File: src/rtl/mem_arbiter.sv
`default_nettype none
// ============================================================================
// Module      : mem_arbiter
// Description : Two-requester single-port memory arbiter (fetch vs accelerator)
//               with accelerator lock bursts and fetch starvation protection.
// Revision    : 1.0 - initial release
// ============================================================================
module mem_arbiter #(
    parameter int ADDR_W   = 19,
    parameter int DATA_W   = 19,
    parameter int MAX_WAIT = 4
) (
    input  logic              clk,
    input  logic              rst,
    // fetch requester
    input  logic              if_req_i,
    input  logic [ADDR_W-1:0] if_addr_i,
    output logic              if_gnt_o,
    output logic [DATA_W-1:0] if_rdata_o,
    output logic              if_valid_o,
    output logic              if_stall_o,
    // accelerator requester
    input  logic              acc_req_i,
    input  logic              acc_we_i,
    input  logic              acc_lock_i,
    input  logic [ADDR_W-1:0] acc_addr_i,
    input  logic [DATA_W-1:0] acc_wdata_i,
    output logic              acc_gnt_o,
    output logic [DATA_W-1:0] acc_rdata_o,
    output logic              acc_valid_o,
    // memory port
    output logic              mem_re_o,
    output logic              mem_we_o,
    output logic [ADDR_W-1:0] mem_addr_o,
    output logic [DATA_W-1:0] mem_wdata_o,
    input  logic [DATA_W-1:0] mem_rdata_i
);

    typedef enum logic [0:0] {
        ST_ARB  = 1'b0,
        ST_LOCK = 1'b1
    } state_t;

    localparam logic       C_GNT_IF   = 1'b0;
    localparam logic       C_GNT_ACC  = 1'b1;
    localparam logic [3:0] C_MAX_WAIT = 4'(MAX_WAIT);

    state_t              state_q, state_d;
    logic                last_q, last_d;
    logic [3:0]          starve_q, starve_d;
    logic                pend_if_q, pend_acc_q;
    logic [DATA_W-1:0]   if_rdata_q, if_rdata_d;
    logic [DATA_W-1:0]   acc_rdata_q, acc_rdata_d;

    logic                force_if;
    logic                arb_mode;
    logic                if_gnt;
    logic                acc_gnt;

    always_ff @(posedge clk or posedge rst) begin
        if (rst) begin
            state_q     <= ST_ARB;
            last_q      <= C_GNT_ACC;
            starve_q    <= 4'd0;
            pend_if_q   <= 1'b0;
            pend_acc_q  <= 1'b0;
            if_rdata_q  <= '0;
            acc_rdata_q <= '0;
        end else begin
            state_q     <= state_d;
            last_q      <= last_d;
            starve_q    <= starve_d;
            pend_if_q   <= if_gnt;
            pend_acc_q  <= acc_gnt & ~acc_we_i;
            if_rdata_q  <= if_rdata_d;
            acc_rdata_q <= acc_rdata_d;
        end
    end

    always_comb begin
        if_gnt   = 1'b0;
        acc_gnt  = 1'b0;
        state_d  = state_q;
        force_if = if_req_i && (starve_q >= C_MAX_WAIT);
        // Dropping the lock hands the current cycle straight back to normal arbitration.
        arb_mode = (state_q == ST_ARB) || !acc_lock_i || force_if;

        if (force_if) begin
            if_gnt = 1'b1;
        end else if (arb_mode) begin
            if (if_req_i && acc_req_i) begin
                if (last_q == C_GNT_ACC) begin
                    if_gnt = 1'b1;
                end else begin
                    acc_gnt = 1'b1;
                end
            end else begin
                if_gnt  = if_req_i;
                acc_gnt = acc_req_i;
            end
        end else begin
            acc_gnt = acc_req_i;
        end

        if (arb_mode) begin
            state_d = (acc_gnt && acc_lock_i) ? ST_LOCK : ST_ARB;
        end

        last_d = last_q;
        if (if_gnt) begin
            last_d = C_GNT_IF;
        end else if (acc_gnt) begin
            last_d = C_GNT_ACC;
        end

        starve_d = 4'd0;
        if (if_req_i && !if_gnt) begin
            starve_d = (starve_q == 4'hF) ? starve_q : starve_q + 4'd1;
        end

        if_rdata_d  = pend_if_q  ? mem_rdata_i : if_rdata_q;
        acc_rdata_d = pend_acc_q ? mem_rdata_i : acc_rdata_q;
    end

    assign if_gnt_o    = if_gnt;
    assign acc_gnt_o   = acc_gnt;
    assign if_stall_o  = if_req_i & ~if_gnt;

    assign if_valid_o  = pend_if_q;
    assign acc_valid_o = pend_acc_q;
    assign if_rdata_o  = if_rdata_d;
    assign acc_rdata_o = acc_rdata_d;

    // Fetch never writes, so only the accelerator can source write data.
    assign mem_re_o    = if_gnt | (acc_gnt & ~acc_we_i);
    assign mem_we_o    = acc_gnt & acc_we_i;
    assign mem_addr_o  = if_gnt  ? if_addr_i  :
                         acc_gnt ? acc_addr_i : '0;
    assign mem_wdata_o = acc_gnt ? acc_wdata_i : '0;

endmodule
`default_nettype wire

File: config.mk
export PLATFORM = sky130hd
export DESIGN_NAME = mem_arbiter
export DESIGN_NICKNAME = d
export VERILOG_FILES = /design/src/rtl/mem_arbiter.sv
export SDC_FILE = /design/constraint.sdc
export NUM_CORES = 1
export LEC_CHECK = 0
export BUFFER_PORTS_ARGS = -buffer_cell sky130_fd_sc_hd__clkbuf_2
export CAP_MARGIN = 20
export CORE_UTILIZATION = 43
export DETAILED_ROUTE_END_ITERATION = 10
export PLACE_DENSITY_LB_ADDON = 0.08
export SKIP_CTS_REPAIR_TIMING = 1
export SLEW_MARGIN = 20
export SYNTH_ARGS = -nofsm -noshare
export SYNTH_HDL_FRONTEND = slang
export SYNTH_SLANG_ARGS = --single-unit
File: constraint.sdc
create_clock -name clk -period 4 [get_ports clk]
set_input_delay 0.2 -clock clk [delete_from_list [all_inputs] [get_ports clk]]
set_output_delay 0.2 -clock clk [all_outputs]
set_load 0.01 [all_outputs]
# Word level (Yosys, flattened, before mapping)
# Cells that the tools add are included.
# word_totals
out_inout_bits	83
inputBits	82
wordCells	45
reg_bits	46
# op_classes
bitwise	7
magnitude_cmp	1
eq_ne	2
addsub	1
n_reduce_logical	9
mux	18
# op_table
cell	count
2-to-1 mux 19 bit	5
2-to-1 mux 1 bit	11
2-to-1 mux 4 bit	2
adder 4 x 1 -> 4 bit (second input constant)	1
== test 4 bit (second input constant)	1
>= comparator 4 x 3 -> 1 bit (second input constant)	1
logical AND 1 bit	4
AND 1 bit	3
NOT 1 bit	3
zero test 1 bit	2
logical OR 1 bit	2
inequality test 2 bit (second input constant)	1
nonzero test 2 bit	1
bitwise OR 1 bit	1

# Depth between registers and ports, before layout
# Gate-level depths: netlist of run 1.
# depth
word_depth	8
ltp_mapped	4
depth_no_buf	4

# Least setup slack after synthesis of run 1
# OpenSTA, ideal clock, no wires.
# synth_path
path_kind	register to output
start	register last_q
end	output port mem_addr_o[10]
setup_slack_ns	2.522
arrival_time_ns	1.278
stages_incl_launch_ff	5
n_path_buf	1
required_ns	3.800
cell_sequence	dfstp_2 and2b_1 o21ai_4 buf_4 a32o_1
# synth_between
elab_chain_cells	6
elab_cells_between_ends	10
# synth_rtl
item	line	rtl
start: declaration	49	logic last_q, last_d;
start signal: assignment	71	last_q <= last_d;
2-to-1 mux 1 bit	92	if (last_q == C_GNT_ACC) begin
2-to-1 mux 1 bit	91	if (if_req_i && acc_req_i) begin
2-to-1 mux 1 bit	90	end else if (arb_mode) begin
2-to-1 mux 1 bit	88	if (force_if) begin
2-to-1 mux 19 bit	138	acc_gnt ? acc_addr_i : '0;
2-to-1 mux 19 bit *	137	assign mem_addr_o = if_gnt ? if_addr_i :
end: declaration	34	output logic [ADDR_W-1:0] mem_addr_o,
# Every way passes the cells marked *; elsewhere a longest branch is shown, timed or not.

# Final worst setup path of run 1
# layout_path
start	register last_q
end	output port mem_addr_o[0]
# The elaborated chain is that of the path after synthesis.

==> metrics.txt, run 1 <==
run status=finished clean; reg2reg setup slack=2470 ps; post-layout util=0.6484; final count of pins violating max slew=0; fillers=416; synthesis-stage register bit count=46; Syn. warnings=0; Worst-Skew Late Latency=290 ps; P&R area growth vs syn=44.01%; first-pass GRT wire length=7948 um; Mean Syn Cell Area=13.30 um2; Synth cell types=24; crit path kind=flip-flop to output pin; total grt overflow=0; CTS tree=built; crit path DAT=1940 ps; top cell type by total area after synthesis=dfrtp_1; Horiz. Die Dim=72.56 um; final std cells w/o fill=389; H-tree Lvls=2; CTS Buf Count=5; Core ar.=0.004755 mm2; # rows=25; RSZ-0062 raised after global routing=false; Leakage=1.631 nW; Syn Nets=244; Final setup viols=0; share of cells above drive strength 1=0.5466; PD cells=397.7 mW/mm2; CTS Sinks=46; Hold Crit Class=input pin to async pin; drc violations=0; slowest library cell on the worst path=dfstp_2; min cycle time layout=2138 ps; sum of negative setup slack=0 ps; CP endpoint kind=output pin; post-synthesis sequential area ratio=0.5383; GRT Total Usage=0.1995; worst clock skew=7.743 ps; peak supply drop=130.1 uV; Mapped Area=0.002141 mm2; root buf cell=clkbuf_8; DR pass1 iterations=4; Final nets=404; Least-Margin Pin Slew=875.4 ps; antenna diode count=0; average wire per standard cell=13.37 um; share of the synthesized area in the top cell type=0.5260; Final HPWL DP=4095 um; number of global-route vias before repair=1,751; reg2reg start=last_q; antenna violations before repair=0; critical path peak fanout=25; antenna-violating nets left=0; Worst R2R Path Depth=3; vias per cell=4.784; highest clock rate=467.8 MHz; leading post-synthesis cells by cell area=dfrtp_1, mux2_1, a32o_1, and2_1, buf_2; crit share post-route=0.5344; Max-Cap Viols=0; CTS max path bufs=2; GP Congestion=0.7803; drt total wl=5201 um; WP data required=3800 ps; Die Y=72.56 um; die area=0.005265 mm2; largest net degree at the start of global routing=47; clock transition at the registers of the reported paths=80 ps; starting density of the core=0.4503; Largest stage delay, worst path=540 ps; Starting DRT DRC Count=55; Cell Chain, Critical Path=and2b_1, o21ai_4, a32o_1, clkbuf_2; multi-input logic area=898.4 um2; number of buffers added on ports=164; sequential cell area=0.001152 mm2; vias after detailed routing=1,861; I/O Pins=165; Inst Count DP=381; Mapped Cells=161; Worst R2R End=if_valid_o; Slew headroom=0.4164; Final Hold Vio Count=0; crit start category=flip-flop
-- worst max-delay path, delay by kind of cell, from the launching register on --
kind | cells | cell delay [ps]
AOI/OAI and AO/OA | 2 | 750
buffers and inverters | 1 | 140
DFF | 1 | 540
and+or+nand+nor | 1 | 210
-- worst max-delay path by stage --
stage | startpoint | endpoint | slack, ps | cells after the start
after global routing | last_q | mem_addr_o[0] | 1740 | 4
after floorplan | last_q | mem_addr_o[10] | 2520 | 4
after detailed placement | last_q | mem_addr_o[0] | 2160 | 4
after CTS | last_q | mem_addr_o[0] | 1830 | 4
final | last_q | mem_addr_o[0] | 1860 | 4
after global placement | last_q | mem_addr_o[0] | 2180 | 4
-- layer usage --
layer / up-vias / track usage / routed length, um / share of wire
met2: 89 / 0.3634 / 2739 / 0.53
met3: 9 / 0.05833 / 354 / 0.068
li1: 906 / - / - / -
met5: - / 0 / 0 / 0
met4: 0 / 0.08279 / 99 / 0.019
met1: 857 / 0.2150 / 2007 / 0.39
-- cell usage after synthesis (all sizes together) --
cell type,number
nand2,2
mux2i,1
a21oi,1
dfrtp,45
mux2,38
nor2,3
buf,10
and2b,1
inv,4
and2,23
o221a,1
conb,1
a22o,1
dfstp,1
a32o,19
o211a,1
nand3,1
clkbuf,2
o21ai,2
nor3,3
ha,1
-- cells in the final DEF (no fill, tap or decap) --
cell      count
nand3_1       1
clkbuf_2    164
and2_1       23
dfstp_2       1
a22o_1        1
mux2i_1       1
a32o_1       19
mux2_1       38
ha_1          1
and2b_1       1
nand2_1       2
nor3_1        3
o211a_4       1
clkinv_1      1
a21oi_1       1
o21ai_1       1
o21ai_4       1
dfrtp_1      45
clkinv_4      1
nor2_1        3
o221a_1       1
clkbuf_8      7
inv_1         3
conb_1        1
buf_4         1
-- flip-flops by register name (all words and copies together), names as in the netlist --
register     flops
starve_q         4
acc_valid_o      1
if_rdata_q      19
state_q          1
last_q           1
if_valid_o       1
acc_rdata_q     19
-- area by class of cell --
class / instances / area share
Sequential cell: 46 / 0.3738
Multi-Input combinational cell: 99 / 0.2914
Timing Repair Buffer: 165 / 0.2687
Clock buffer: 7 / 0.03125
Tap cell: 67 / 0.02719
Inverter: 4 / 0.004870
Clock inverter: 1 / 0.002841
-- cell families (layout without fill, tap and decap cells) --
| logic type | count (synthesis) | count (layout) | synth area share |
|---|---|---|---|
| DFF | 46 | 46 | 0.5383 |
| muxes | 39 | 39 | 0.2046 |
| and+or+nand+nor | 33 | 33 | 0.08884 |
| AOI/OAI and AO/OA | 25 | 25 | 0.1186 |
| buffers and inverters | 16 | 177 | 0.04208 |
| adders and majority gates | 1 | 1 | 0.005844 |
| other | 1 | 1 | 0.001752 |
-- metrics by stage --
stage                     hold slack [ps]  setup WS [ps]  total power, mW  area [um2]
after floorplan                     307.9           2522           0.7699        2141
after global placement              347.1           2184           0.9281        2978
after detailed placement            347.1           2155           0.9381        2978
after CTS                           16.15           1827            1.249        3083
after global routing                69.97           1744            1.304        3083
final                             0.07333           1862            1.226        3083
-- power by group --
part / leakage [nW] / internal [mW] / switching, mW
clock: 0.0544 / 0.158 / 0.147
combinational: 1.03 / 0.169 / 0.185
sequential: 0.548 / 0.540 / 0.0267
total: 1.63 / 0.867 / 0.359
No activity file was read; power rests on OpenSTA's default activity.
==> inputs of run 2 (changes only) <==
--- a/config.mk
+++ b/config.mk
@@ -5,9 +5,10 @@
 export SDC_FILE = /design/constraint.sdc
 export NUM_CORES = 1
 export LEC_CHECK = 0
+export ABC_AREA = 1
 export BUFFER_PORTS_ARGS = -buffer_cell sky130_fd_sc_hd__clkbuf_2
 export CAP_MARGIN = 20
-export CORE_UTILIZATION = 43
+export CORE_UTILIZATION = 36
 export DETAILED_ROUTE_END_ITERATION = 10
 export PLACE_DENSITY_LB_ADDON = 0.08
 export SKIP_CTS_REPAIR_TIMING = 1
==> constraint.sdc (replaced) <==
create_clock -name clk -period 1.8 [get_ports clk]
set_input_delay 0.09 -clock clk [delete_from_list [all_inputs] [get_ports clk]]
set_output_delay 0.09 -clock clk [all_outputs]
set_load 0.01 [all_outputs]
==> run 2 against run 1 <==
Area after synthesis grew 4.4%. Clock power grew to 2.5 times the previous value. Synthesized cell count grew 39%. Cell area grew 7.4%. Die area grew 24%. Global-route usage shrank 3.3 points. Critical path depth grew 2. Register-to-register slack lost 2000 ps. Largest power group unchanged.
==> metrics.txt, run 2 <==
Final setup viols=0 (unchanged); Final Hold Vio Count=0 (unchanged); Die Y=80.81 um (+11%); number of global-route vias before repair=1,983 (+13%); Mapped Area=0.002236 mm2 (+4.4%); CTS Sinks=46 (unchanged); Top FF cell, synth=dfrtp_1; Power Total=2.943 mW (+140%); PD cells=888.6 mW/mm2 (+120%); Mapped Cells=223 (+39%); Largest stage delay, worst path=420 ps (-120 ps); first-pass GRT wire length=8390 um (+5.6%); Horiz. Die Dim=80.81 um (+11%); CP top delay family=buffers and inverters; adder-cell share of the synthesized area=0.005596 (-0.0002486); number of buffers added on ports=164 (unchanged); CP endpoint kind=output pin; Logic pwr share=0.316 (+0.027); leading post-synthesis cells by cell area=dfrtp_1, mux2_2, nand2_1, nand4_1, inv_1; highest clock rate=595.4 MHz; H-tree Lvls=2 (unchanged); Final nets=480 (+19%); CTS tree=built; number of enable flip-flop cells after synthesis=0 (unchanged); RSZ-0062 raised after global routing=false; crit start category=flip-flop; Leakage=1.930 nW (+18%); slowest library cell on the worst path=dfrtp_1; Sw Share=0.3005 (+0.007422); Internal Power=2.059 mW (+140%); CTS max path bufs=2 (unchanged); synthesis-stage register bit count=46 (unchanged); crit path DAT=1590 ps (-350 ps); critical path peak fanout=6 (-76%); die area=0.006530 mm2 (+24%); Max-Cap Viols=0 (unchanged); Mean Syn Cell Area=10.03 um2 (-25%); main combinational cell family by area after synthesis=multiplexers; worst clock skew=3.167 ps (-4.575 ps); part of the power in registers=0.424 (-0.038); biggest regs=acc_rdata_q (19), if_rdata_q (19), starve_q (4); I/O Pins=165 (unchanged); NetSw=884.4 uW (+150%); Clk pwr share=0.259 (+0.010); GP Congestion=0.7844 (+0.53%); Hold Crit Class=input pin to flip-flop; mux contribution to synthesized area=0.1914 (-0.01318); P&R area growth vs syn=48.13%; Critical Path Most Common Cell=buf_4; commonest non-fill, non-tap cell in the layout=clkbuf_2; share of cells above drive strength 1=0.5854 (+0.03884); WP data required=1710 ps (-2090 ps); min cycle time layout=1680 ps; Syn Nets=306 (+25%); post-synthesis sequential area ratio=0.5154 (-0.02289); total grt overflow=0 (unchanged); count leader, synth=dfrtp_1; synth cell count leaders=dfrtp_1, nand2_1, mux2_2; antenna diode count=0 (unchanged); final count of pins violating max slew=0 (unchanged); Final HPWL DP=4307 um (+5.2%); antenna-violating nets left=0 (unchanged); Worst-Skew Late Latency=290 ps (about the same); sum of negative setup slack=0 ps (unchanged); Synth Area in Compound Gates=0.007275 (-0.1114); drc violations=0 (unchanged); top cell type by total area after synthesis=dfrtp_1; Synth Area in XOR/XNOR=0.003917 (+0.003917); Async SR Flop Fraction=1.000 (unchanged); Core ar.=0.005956 mm2 (+25%); most frequent cells in the layout=clkbuf_2, dfrtp_1, nand2_1; simple-gate portion of the synthesized area=0.1875 (+0.09863); DR pass1 iterations=4 (unchanged); crit share post-route=0.9331; average wire per standard cell=12.07 um (-9.7%); CTS Buf Count=5 (unchanged); starting density of the core=0.3754 (-0.07484); Synth cell types=20 (-17%); WP buf/inv=4 (+3); largest net degree at the start of global routing=34 (-28%); # rows=28 (+12%); root buf cell=clkbuf_8; drt total wl=5711 um (+9.8%); GRT Total Usage=0.1661 (-0.03342); run status=finished clean; Cell Chain, Critical Path=o21ai_4, buf_4, buf_4, nand3_1, inv_1, clkbuf_2; Syn. warnings=0 (unchanged); vias per cell=4.564 (-4.6%); crit path kind=flip-flop to output pin; share of the synthesized area in the top cell type=0.5036 (-0.02237); peak supply drop=417.5 uV (+220%); Starting DRT DRC Count=49 (-11%); fillers=589 (+42%); clock transition at the registers of the reported paths=90 ps (about the same); antenna violations before repair=0 (unchanged); vias after detailed routing=2,159 (+16%)
[run 2: cell type report]
| class | count | area (um2) | share of cell area |
|---|---|---|---|
| multi-input combinational | 138 | 915.9 | 0.2765 |
| inverter | 27 | 101.3 | 0.03060 |
| timing repair buffer | 179 | 935.9 | 0.2826 |
| sequential | 46 | 1152 | 0.3479 |
| clock inverter | 3 | 43.79 | 0.01322 |
| clock buffer | 5 | 68.82 | 0.02078 |
| tap | 75 | 93.84 | 0.02833 |
[run 2: per-stage QoR]
stage	setup WS, ps	util	instance area [um2]	instances	hold WS (ps)
finish	120.4	0.5561	3312	473	53.31
detailed placement	307.6	0.5221	3109	455	38.97
global placement	331.6	0.5221	3109	455	42.36
CTS	-33.73	0.5410	3222	463	-287.1
global route	12.53	0.5561	3312	473	41.19
floorplan	543.3	-	2236	223	223.9
[run 2: worst paths after layout]
kind / slack, ps / from / endpoint / cells after the start
max in group asynchronous: 850 / rst / if_rdata_q[16] / 4
worst max-delay path: 120 / starve_q[2] / if_stall_o / 6
min in group asynchronous: 270 / rst / if_valid_o / 3
worst min-delay path: 50 / mem_rdata_i[1] / acc_rdata_q[1] / 2
worst min register to register: 440 / starve_q[0] / starve_q[0] / 1
worst max register to register: 520 / starve_q[2] / starve_q[2] / 5
[run 2: per-layer routing]
| layer | share of wire | vias to the layer above | wire [um] | global-route usage |
|---|---|---|---|---|
| met5 | 0 | - | 0 | 0 |
| met4 | 0.014 | 0 | 79 | 0.05893 |
| met3 | 0.075 | 7 | 426 | 0.03933 |
| met2 | 0.52 | 98 | 2974 | 0.3017 |
| met1 | 0.39 | 985 | 2231 | 0.1885 |
| li1 | - | 1069 | - | - |
[run 2: cell families (layout without fill, tap and decap cells)]
kind of cell / count (synthesis) / count (layout)
xor+xnor: 1 / 1
buf+inv: 41 / 214
fa+ha+maj: 1 / 1
other cells: 1 / 1
mux: 38 / 38
compound gates: 1 / 1
flops: 46 / 46
simple gates: 94 / 96
[run 2: power groups by stage]
| stage | logic (mW) | clock network, mW | registers (mW) |
|---|---|---|---|
| 2_1_floorplan | 0.536 | 0 | 1.26 |
| 3_5_place_dp | 0.921 | 0 | 1.27 |
| 5_1_grt | 1.03 | 0.840 | 1.27 |
| 4_1_cts | 0.922 | 0.791 | 1.25 |
| 6_report | 0.931 | 0.764 | 1.25 |
| 3_3_place_gp | 0.911 | 0 | 1.26 |
